[config.mk]
export PLATFORM = sky130hd
export DESIGN_NAME = maze_map_ctrl
export DESIGN_NICKNAME = d
export VERILOG_FILES = /design/src/rtl/maze_pkg.sv /design/src/rtl/maze_type_decode.sv /design/src/rtl/maze_map_ctrl.sv
export SDC_FILE = /design/constraint.sdc
export NUM_CORES = 1
export LEC_CHECK = 0
export ABC_AREA = 1
export CAP_MARGIN = 10
export CORE_ASPECT_RATIO = 0.8
export CORE_UTILIZATION = 56
export DETAILED_ROUTE_END_ITERATION = 8
export GPL_TIMING_DRIVEN = 0
export PLACE_DENSITY = 0.8
export REMOVE_ABC_BUFFERS = 1
export SYNTH_ARGS = -nofsm -noshare
export SYNTH_HDL_FRONTEND = slang
export SYNTH_SLANG_ARGS = --single-unit
[constraint.sdc]
create_clock -name CLOCK -period 2.3 [get_ports CLOCK]
set_clock_uncertainty 0.2 [all_clocks]
set_input_delay 0.46 -clock CLOCK [delete_from_list [all_inputs] [get_ports CLOCK]]
set_output_delay 0.46 -clock CLOCK [all_outputs]
set_load 0.01 [all_outputs]
[src/rtl/maze_pkg.sv]
// ============================================================================
// maze_pkg : shared constants, packet layout, palette and FSM states for the
//            maze tile-store write controller.
// Revision  : 1.0
// ============================================================================
`default_nettype none

package maze_pkg;

   localparam int c_grid_w_def = 4;
   localparam int c_grid_h_def = 5;

   // Bit positions (LSB) of the fields inside a 16-bit robot packet.
   localparam int c_pkt_x_lsb = 14;
   localparam int c_pkt_y_lsb = 11;
   localparam int c_pkt_t_lsb = 8;
   localparam int c_pkt_w_lsb = 4;

   localparam logic [2:0] c_t_unvisited  = 3'd0;
   localparam logic [2:0] c_t_visited    = 3'd1;
   localparam logic [2:0] c_t_wall       = 3'd2;
   localparam logic [2:0] c_t_treasure7  = 3'd3;
   localparam logic [2:0] c_t_treasure12 = 3'd4;
   localparam logic [2:0] c_t_treasure17 = 3'd5;
   localparam logic [2:0] c_t_current    = 3'd6;
   localparam logic [2:0] c_t_invalid    = 3'd7;

   // RGB332 palette.
   localparam logic [7:0] c_col_unvisited  = 8'hFF;
   localparam logic [7:0] c_col_visited    = 8'hFC;
   localparam logic [7:0] c_col_wall       = 8'h88;
   localparam logic [7:0] c_col_treasure7  = 8'hE0;
   localparam logic [7:0] c_col_treasure12 = 8'h1C;
   localparam logic [7:0] c_col_treasure17 = 8'h03;
   localparam logic [7:0] c_col_current    = 8'h3E;
   localparam logic [7:0] c_col_invalid    = 8'h00;

   typedef enum logic [2:0] {
      S_SWEEP   = 3'd0,
      S_IDLE    = 3'd1,
      S_CHECK   = 3'd2,
      S_WR_PREV = 3'd3,
      S_WR_TILE = 3'd4
   } state_e;

endpackage

`default_nettype wire

[src/rtl/maze_type_decode.sv]
// ============================================================================
// maze_type_decode : tile type to RGB332 colour, plus row-range / invalid-type
//                    check and treasure classification (purely combinational).
// Revision         : 1.0
// ============================================================================
`default_nettype none

module maze_type_decode
   import maze_pkg::*;
#(
   parameter int GRID_H = c_grid_h_def
) (
   input  logic [2:0] type_i,
   input  logic [2:0] y_i,
   output logic [7:0] color_o,
   output logic       invalid_o,
   output logic       treasure_o
);

   always_comb begin
      color_o = c_col_invalid;
      case (type_i)
         c_t_unvisited:  color_o = c_col_unvisited;
         c_t_visited:    color_o = c_col_visited;
         c_t_wall:       color_o = c_col_wall;
         c_t_treasure7:  color_o = c_col_treasure7;
         c_t_treasure12: color_o = c_col_treasure12;
         c_t_treasure17: color_o = c_col_treasure17;
         c_t_current:    color_o = c_col_current;
         default:        color_o = c_col_invalid;
      endcase
   end

   assign invalid_o  = (type_i == c_t_invalid) || (int'(y_i) >= GRID_H);
   assign treasure_o = (type_i == c_t_treasure7) || (type_i == c_t_treasure12) ||
                       (type_i == c_t_treasure17);

endmodule

`default_nettype wire

[src/rtl/maze_map_ctrl.sv]
// ============================================================================
// maze_map_ctrl : sequences all writes into the maze tile store (init sweep,
//                 validated robot packets, current-tile demotion, treasures).
//                 Optional macro TEAR_FREE_EN restricts writes to V_BLANK.
// Revision      : 1.0
// ============================================================================
`default_nettype none

module maze_map_ctrl
   import maze_pkg::*;
#(
   parameter int GRID_W = c_grid_w_def,
   parameter int GRID_H = c_grid_h_def,
   parameter int ERR_W  = 4
) (
   input  logic             CLOCK,
   input  logic             RESET,
   input  logic [15:0]      PKT_IN,
   input  logic             PKT_VALID,
   output logic             PKT_READY,
   input  logic             CLEAR,
   input  logic             V_BLANK,
   output logic             WR_EN,
   output logic [1:0]       WR_X,
   output logic [2:0]       WR_Y,
   output logic [7:0]       WR_COLOR,
   output logic [3:0]       WR_WALLS,
   output logic [1:0]       CUR_X,
   output logic [2:0]       CUR_Y,
   output logic             CUR_VALID,
   output logic [4:0]       TREASURE_COUNT,
   output logic [ERR_W-1:0] ERR_COUNT,
   output logic             BUSY
);

   localparam int NT     = GRID_W * GRID_H;
   localparam int TIDX_W = $clog2(NT);
   localparam logic [1:0] LAST_X = 2'(GRID_W - 1);
   localparam logic [2:0] LAST_Y = 3'(GRID_H - 1);

   state_e            state_q, state_d;
   logic [11:0]       pkt_q, pkt_d, last_q, last_d;
   logic              last_vld_q, last_vld_d, clr_pend_q, clr_pend_d;
   logic [1:0]        sx_q, sx_d;
   logic [2:0]        sy_q, sy_d;
   logic              sdone_q, sdone_d;
   logic              wr_en_q, wr_en_d;
   logic [1:0]        wr_x_q, wr_x_d, cur_x_q, cur_x_d;
   logic [2:0]        wr_y_q, wr_y_d, cur_y_q, cur_y_d;
   logic [7:0]        wr_col_q, wr_col_d;
   logic [3:0]        wr_walls_q, wr_walls_d, cur_walls_q, cur_walls_d;
   logic              cur_vld_q, cur_vld_d;
   logic [4:0]        treas_q, treas_d;
   logic [ERR_W-1:0]  err_q, err_d;
   logic [NT-1:0]     tflag_q, tflag_d;

   logic              w_go, w_unused;
   logic [1:0]        w_px;
   logic [2:0]        w_py, w_pt;
   logic [3:0]        w_pw;
   logic [7:0]        w_color;
   logic              w_bad, w_treasure;
   logic [TIDX_W-1:0] w_tidx;

   // pkt_q holds packet bits [15:4]; reserved bits are never stored.
   assign w_px   = pkt_q[c_pkt_x_lsb-c_pkt_w_lsb +: 2];
   assign w_py   = pkt_q[c_pkt_y_lsb-c_pkt_w_lsb +: 3];
   assign w_pt   = pkt_q[c_pkt_t_lsb-c_pkt_w_lsb +: 3];
   assign w_pw   = pkt_q[3:0];
   assign w_tidx = TIDX_W'(int'(w_py) * GRID_W + int'(w_px));

`ifdef TEAR_FREE_EN
   assign w_go     = V_BLANK;
   assign w_unused = ^PKT_IN[3:0];
`else
   assign w_go     = 1'b1;
   assign w_unused = ^{PKT_IN[3:0], V_BLANK};
`endif

   maze_type_decode #(.GRID_H(GRID_H)) u_decode (
      .type_i     (w_pt),
      .y_i        (w_py),
      .color_o    (w_color),
      .invalid_o  (w_bad),
      .treasure_o (w_treasure)
   );

   always_comb begin
      state_d     = state_q;
      pkt_d       = pkt_q;
      last_d      = last_q;
      last_vld_d  = last_vld_q;
      clr_pend_d  = clr_pend_q | CLEAR;
      sx_d        = sx_q;
      sy_d        = sy_q;
      sdone_d     = sdone_q;
      wr_en_d     = wr_en_q;
      wr_x_d      = wr_x_q;
      wr_y_d      = wr_y_q;
      wr_col_d    = wr_col_q;
      wr_walls_d  = wr_walls_q;
      cur_x_d     = cur_x_q;
      cur_y_d     = cur_y_q;
      cur_walls_d = cur_walls_q;
      cur_vld_d   = cur_vld_q;
      treas_d     = treas_q;
      err_d       = err_q;
      tflag_d     = tflag_q;

      case (state_q)
         // Writes are registered: a tile loaded here is on WR_* next cycle,
         // so a still-undelivered write (no blanking) stalls the sweep.
         S_SWEEP: begin
            if (!(wr_en_q && !w_go)) begin
               wr_en_d = 1'b0;
               if (!sdone_q) begin
                  wr_en_d    = 1'b1;
                  wr_x_d     = sx_q;
                  wr_y_d     = sy_q;
                  wr_col_d   = c_col_unvisited;
                  wr_walls_d = 4'b0000;
                  if (sx_q == LAST_X) begin
                     sx_d = 2'd0;
                     if (sy_q == LAST_Y) sdone_d = 1'b1;
                     else                sy_d    = sy_q + 3'd1;
                  end else begin
                     sx_d = sx_q + 2'd1;
                  end
               end else begin
                  state_d = S_IDLE;
               end
            end
         end
         S_IDLE: begin
            if (clr_pend_q || CLEAR) begin
               clr_pend_d = 1'b0;
               state_d    = S_SWEEP;
               sx_d       = 2'd0;
               sy_d       = 3'd0;
               sdone_d    = 1'b0;
               cur_vld_d  = 1'b0;
               treas_d    = 5'd0;
               err_d      = '0;
               tflag_d    = '0;
               last_d     = 12'd0;
               last_vld_d = 1'b0;
            end else if (PKT_VALID) begin
               pkt_d   = PKT_IN[15:4];
               state_d = S_CHECK;
            end
         end
         S_CHECK: begin
            if (w_bad) begin
               err_d   = (&err_q) ? err_q : err_q + ERR_W'(1);
               state_d = S_IDLE;
            end else if (last_vld_q && (pkt_q == last_q)) begin
               state_d = S_IDLE;
            end else if ((w_pt == c_t_current) && cur_vld_q &&
                         ((w_px != cur_x_q) || (w_py != cur_y_q))) begin
               wr_en_d    = 1'b1;
               wr_x_d     = cur_x_q;
               wr_y_d     = cur_y_q;
               wr_col_d   = c_col_visited;
               wr_walls_d = cur_walls_q;
               state_d    = S_WR_PREV;
            end else begin
               wr_en_d    = 1'b1;
               wr_x_d     = w_px;
               wr_y_d     = w_py;
               wr_col_d   = w_color;
               wr_walls_d = w_pw;
               state_d    = S_WR_TILE;
            end
         end
         S_WR_PREV: begin
            if (w_go) begin
               wr_en_d    = 1'b1;
               wr_x_d     = w_px;
               wr_y_d     = w_py;
               wr_col_d   = w_color;
               wr_walls_d = w_pw;
               state_d    = S_WR_TILE;
            end
         end
         S_WR_TILE: begin
            if (w_go) begin
               wr_en_d    = 1'b0;
               state_d    = S_IDLE;
               last_d     = pkt_q;
               last_vld_d = 1'b1;
               if (w_pt == c_t_current) begin
                  cur_x_d     = w_px;
                  cur_y_d     = w_py;
                  cur_walls_d = w_pw;
                  cur_vld_d   = 1'b1;
               end
               if (w_treasure && !tflag_q[w_tidx]) begin
                  tflag_d[w_tidx] = 1'b1;
                  treas_d         = treas_q + 5'd1;
               end
            end
         end
         default: state_d = S_SWEEP;
      endcase
   end

   always_ff @(posedge CLOCK) begin
      if (RESET) begin
         state_q     <= S_SWEEP;
         pkt_q       <= 12'd0;
         last_q      <= 12'd0;
         last_vld_q  <= 1'b0;
         clr_pend_q  <= 1'b0;
         sx_q        <= 2'd0;
         sy_q        <= 3'd0;
         sdone_q     <= 1'b0;
         wr_en_q     <= 1'b0;
         wr_x_q      <= 2'd0;
         wr_y_q      <= 3'd0;
         wr_col_q    <= 8'd0;
         wr_walls_q  <= 4'd0;
         cur_x_q     <= 2'd0;
         cur_y_q     <= 3'd0;
         cur_walls_q <= 4'd0;
         cur_vld_q   <= 1'b0;
         treas_q     <= 5'd0;
         err_q       <= '0;
         tflag_q     <= '0;
      end else begin
         state_q     <= state_d;
         pkt_q       <= pkt_d;
         last_q      <= last_d;
         last_vld_q  <= last_vld_d;
         clr_pend_q  <= clr_pend_d;
         sx_q        <= sx_d;
         sy_q        <= sy_d;
         sdone_q     <= sdone_d;
         wr_en_q     <= wr_en_d;
         wr_x_q      <= wr_x_d;
         wr_y_q      <= wr_y_d;
         wr_col_q    <= wr_col_d;
         wr_walls_q  <= wr_walls_d;
         cur_x_q     <= cur_x_d;
         cur_y_q     <= cur_y_d;
         cur_walls_q <= cur_walls_d;
         cur_vld_q   <= cur_vld_d;
         treas_q     <= treas_d;
         err_q       <= err_d;
         tflag_q     <= tflag_d;
      end
   end

   assign PKT_READY      = (state_q == S_IDLE) && !clr_pend_q && !CLEAR;
   assign BUSY           = (state_q != S_IDLE);
   assign WR_EN          = wr_en_q & w_go;
   assign WR_X           = wr_x_q;
   assign WR_Y           = wr_y_q;
   assign WR_COLOR       = wr_col_q;
   assign WR_WALLS       = wr_walls_q;
   assign CUR_X          = cur_x_q;
   assign CUR_Y          = cur_y_q;
   assign CUR_VALID      = cur_vld_q;
   assign TREASURE_COUNT = treas_q;
   assign ERR_COUNT      = err_q;

endmodule

`default_nettype wire

==> impl_results.md <==
- Status: finished clean
- Cell taking the most area after synthesis: dfxtp_1
- Number of antenna repair diodes: 0
- Clock tree from TritonCTS: built
- Area of the die: 9020 um2
- Critical path class: input port to output port
- Number of placed instances with taps included: 831
- Endpoint kind of the worst setup timing path: output port
- Standard-cell row count: 29
- FF-to-FF setup slack: 110 ps
- Routed via count divided by cell count: 5.50
- Starting density of the core: 59.3%
- First DRT Iteration DRCs: 325
- Transition at the pin with the smallest max-transition slack: 793 ps
- 1st-pass router iterations: 5
- Post-layout minimum cycle time: 2300 ps
- Top cells by area in the synthesized netlist: dfxtp_1, nand2_1, nor2_1, a21oi_1, inv_1
- Post-Synth Simple-Gate Area: 34.1%
- Cell area after synthesis: 4840 um2
- Multi-input gate area: 2540 um2
- Data arrival time of the critical path: 1640 ps
- CP max stage delay: 440 ps
- Mux share of post-synthesis cell area: 0%
- Final setup TNS: 0 ps
- Number of clock buffers inserted by TritonCTS: 9
- Number of top-level pins: 56
- Setup violations, final: 0
- CP Max Fanout: 4
- Fin cells: 851
- Share of the synthesized area in the top cell type: 37.7%
- Fmax: 0.436 GHz
- Gate family responsible for the most delay along the worst path: buffers and inverters
- Flip-flop and latch area: 1830 um2
- Wire length of the first global-routing pass: 20300 um
- Ratio of cells with drive above 1 in the final layout: 13.7%
- Filler Cells Inserted: 717
- Hold Path End: last_vld_q$_SDFFE_PP0P_
- Largest net degree at the start of global routing: 32
- Detailed placement HPWL: 8290 um
- Total wirelength of the detailed-routed design: 12300 um
- Synth Area in Compound Gates: 14.3%
- Slowest library cell on the worst path: clkdlybuf4s50_1
- Clock latency on the worst-skew pair: 370 ps
- Total Routing Usage GR: 28.4%
- Class of the worst hold path: register to register
- H-tree levels: 3
- Warnings from Yosys: 0
- Width of the die: 106 um
- Xor-xnor portion of the synthesized cell area: 1.81%
- Global-route congestion overflow total: 0
- Hold Crit Start: last_vld_q$_SDFFE_PP0P_
- Total power density per cell area: 643 nW/um2
- Clock-pin slew reported for the worst setup and hold paths after clock tree synthesis: 100 ps
- Sequential element share of the synthesized area: 37.7%
- Critical register-to-register path endpoint: WR_WALLS[0]$_SDFFE_PP0P_
- Post-layout nets: 764
- Final RePlAce weighted congestion: 0.884
- Via count of the first global-routing pass: 4367
- Fraction of the mapped netlist area in adder cells: 1.29%
- Num Clock Sinks: 91
- Leak Pwr: 2.11 nW
- Largest voltage drop on the vdd net: 0.000394 V
- Critical Path, Cell by Cell: clkdlybuf4s50_1, nor2_4, inv_1, nor2_2, dlygate4sd2_1
- Register bit count reported by yosys: 91
- Final slew viol count: 0
- Critical Path Start: CLEAR
- Count of mapped cells out of synthesis: 699
- Average wire per standard cell: 14.5 um
- PortBufs: 50
- # DRC: 0
- Max_cap viols: 0
- Relative slew margins: 47.1%
- Post-synthesis average cell area: 6.92 um2
- Clock Path Buffers: 2
- Post-synth cell types: 44
- R2r startpoint: pkt_q[9]$_SDFFE_PP0P_
- Core Box Area: 8160 um2
- Count of buffer and inverter cells on the critical path: 3
- Antenna violation net count after detailed routing: 0
- CTS root buf: clkbuf_8
- Data required time of the critical path: 1640 ps
- Die span in y: 85.1 um
- Setup crit start kind: input port
- Final period util: 99.8%
- Number of vias in the routed layout: 4680
- Min-Delay Path Depth: 2
- Hold Worst Slack: 258 ps
- Relative area change from synthesis to final layout: 15.5%
- Initial antenna violation count: 0
- Number of cell instances on the worst register-to-register path: 11
- Main combinational cell family by area after synthesis: simple AND/OR/NAND/NOR gates
- Final Hold Fails: 0
- RSZ-0062 raised after global routing: yes
how the worst max path moves through the flow:
| stage | depth (start not counted) | endpoint | slack (ps) |
|---|---|---|---|
| floorplan | 5 | last_q[4]$_SDFFE_PP0P_ | 30 |
| global placement | 4 | last_q[4]$_SDFFE_PP0P_ | -1510 |
| detailed placement | 4 | last_q[4]$_SDFFE_PP0P_ | -1460 |
| CTS | 3 | BUSY | 10 |
| global route | 5 | PKT_READY | -60 |
| finish | 5 | PKT_READY | 5 |
cells by family after synthesis:
group	after synthesis
fa+ha+maj	5
compound gates	119
flops	91
buf+inv	115
xor+xnor	10
simple gates	359
cells in the final DEF, fill, tap and decap left out, types with 3 or more instances in the layout:
cell and count:
a21oi_1 59, a21oi_2 16, clkbuf_8 9, clkdlybuf4s50_1 48
clkinvlp_4 4, dfxtp_1 88, ha_1 5, inv_1 73
inv_2 11, inv_4 4, inv_6 3, nand2_1 179
nand2_2 11, nand3_1 26, nand3_2 21, nand3b_1 6
nand4_1 3, nor2_1 90, nor2_2 5, nor2_4 5
nor3_1 6, o211ai_1 4, o21ai_0 26, o21ai_1 4
xor2_1 8
power by group:
part | leakage, nW | total, mW | switching, mW | internal [mW]
clock | 0.0988 | 1.15 | 0.632 | 0.522
combinational | 1.27 | 0.701 | 0.424 | 0.276
sequential | 0.740 | 1.74 | 0.0730 | 1.66
state kept, by name, indices dropped and copies added (netlist names), 2 cells and up:
name            flops
CUR_X               2
CUR_Y               3
ERR_COUNT           4
TREASURE_COUNT      5
WR_COLOR            7
WR_WALLS            4
WR_X                2
WR_Y                3
cur_walls_q         4
last_q             12
pkt_q              12
state_q             3
sx_q                2
sy_q                3
tflag_q            20
cell type report:
class / instances / area share [%]
Clock inverter: 7 / 1.48
Timing Repair Buffer: 52 / 9.23
Timing Repair inverter: 1 / 0.134
Tap cell: 108 / 2.42
Clock buffer: 9 / 2.22
Inverter: 89 / 6.23
Sequential cell: 91 / 32.8
Multi-Input combinational cell: 494 / 45.5
stage by stage:
stage | util, % | setup slack [ps] | power, mW | area [um2]
6_report | 68.4 | 4.52 | 3.59 | 5590
5_1_grt | 68.4 | -57.3 | 3.75 | 5590
4_1_cts | 67.9 | 10.9 | 3.59 | 5540
3_5_place_dp | 64.8 | -1460 | 2.45 | 5290
3_3_place_gp | 64.8 | -1510 | 2.43 | 5290
2_1_floorplan | - | 30.8 | 2.19 | 4650
routing by layer:
metal / wire, um / vias to the layer above / track usage [%]
met5: 0 / - / 0
met3: 875 / 31 / 4.99
met1: 5580 / 2161 / 37.7
li1: - / 2293 / -
met2: 5500 / 195 / 45.6
met4: 365 / 0 / 12.2
repair_timing:
item	CTS	global route
pin swaps	0	3
hold endpoints to repair	0	0
hold buffers	0	0
setup endpoints to repair	71	62
resized for setup	17	10
buffers inserted	0	2
gates cloned	1	1
synth_stat cells (all sizes together):
cell type,number
nand2,191
nor2,101
dfxtp,91
inv,88
a21oi,75
nand3,48
o21ai,30
buf,19
xor2,8
clkbuf,7
nand3b,6
nor3,6
ha,5
o211ai,4
nand4,3
or2,3
a211oi,2
o22ai,2
o32ai,2
xnor2,2
a41oi,1
clkinv,1
nor3b,1
o21a,1
o21bai,1
o31ai,1
worst reg2reg max path, cell delays in order, from the launching register on:
cell and delay [ps]:
dfxtp_2 440, inv_1 180, nand2_1 90, nand2_1 60, nor3_1 170, nand2_1 270
nand2_2 270, nand2_1 100, nand3_1 90, nand2_1 80, nor2_1 90, nor2_1 50
Power figures use the tool's default switching activity.
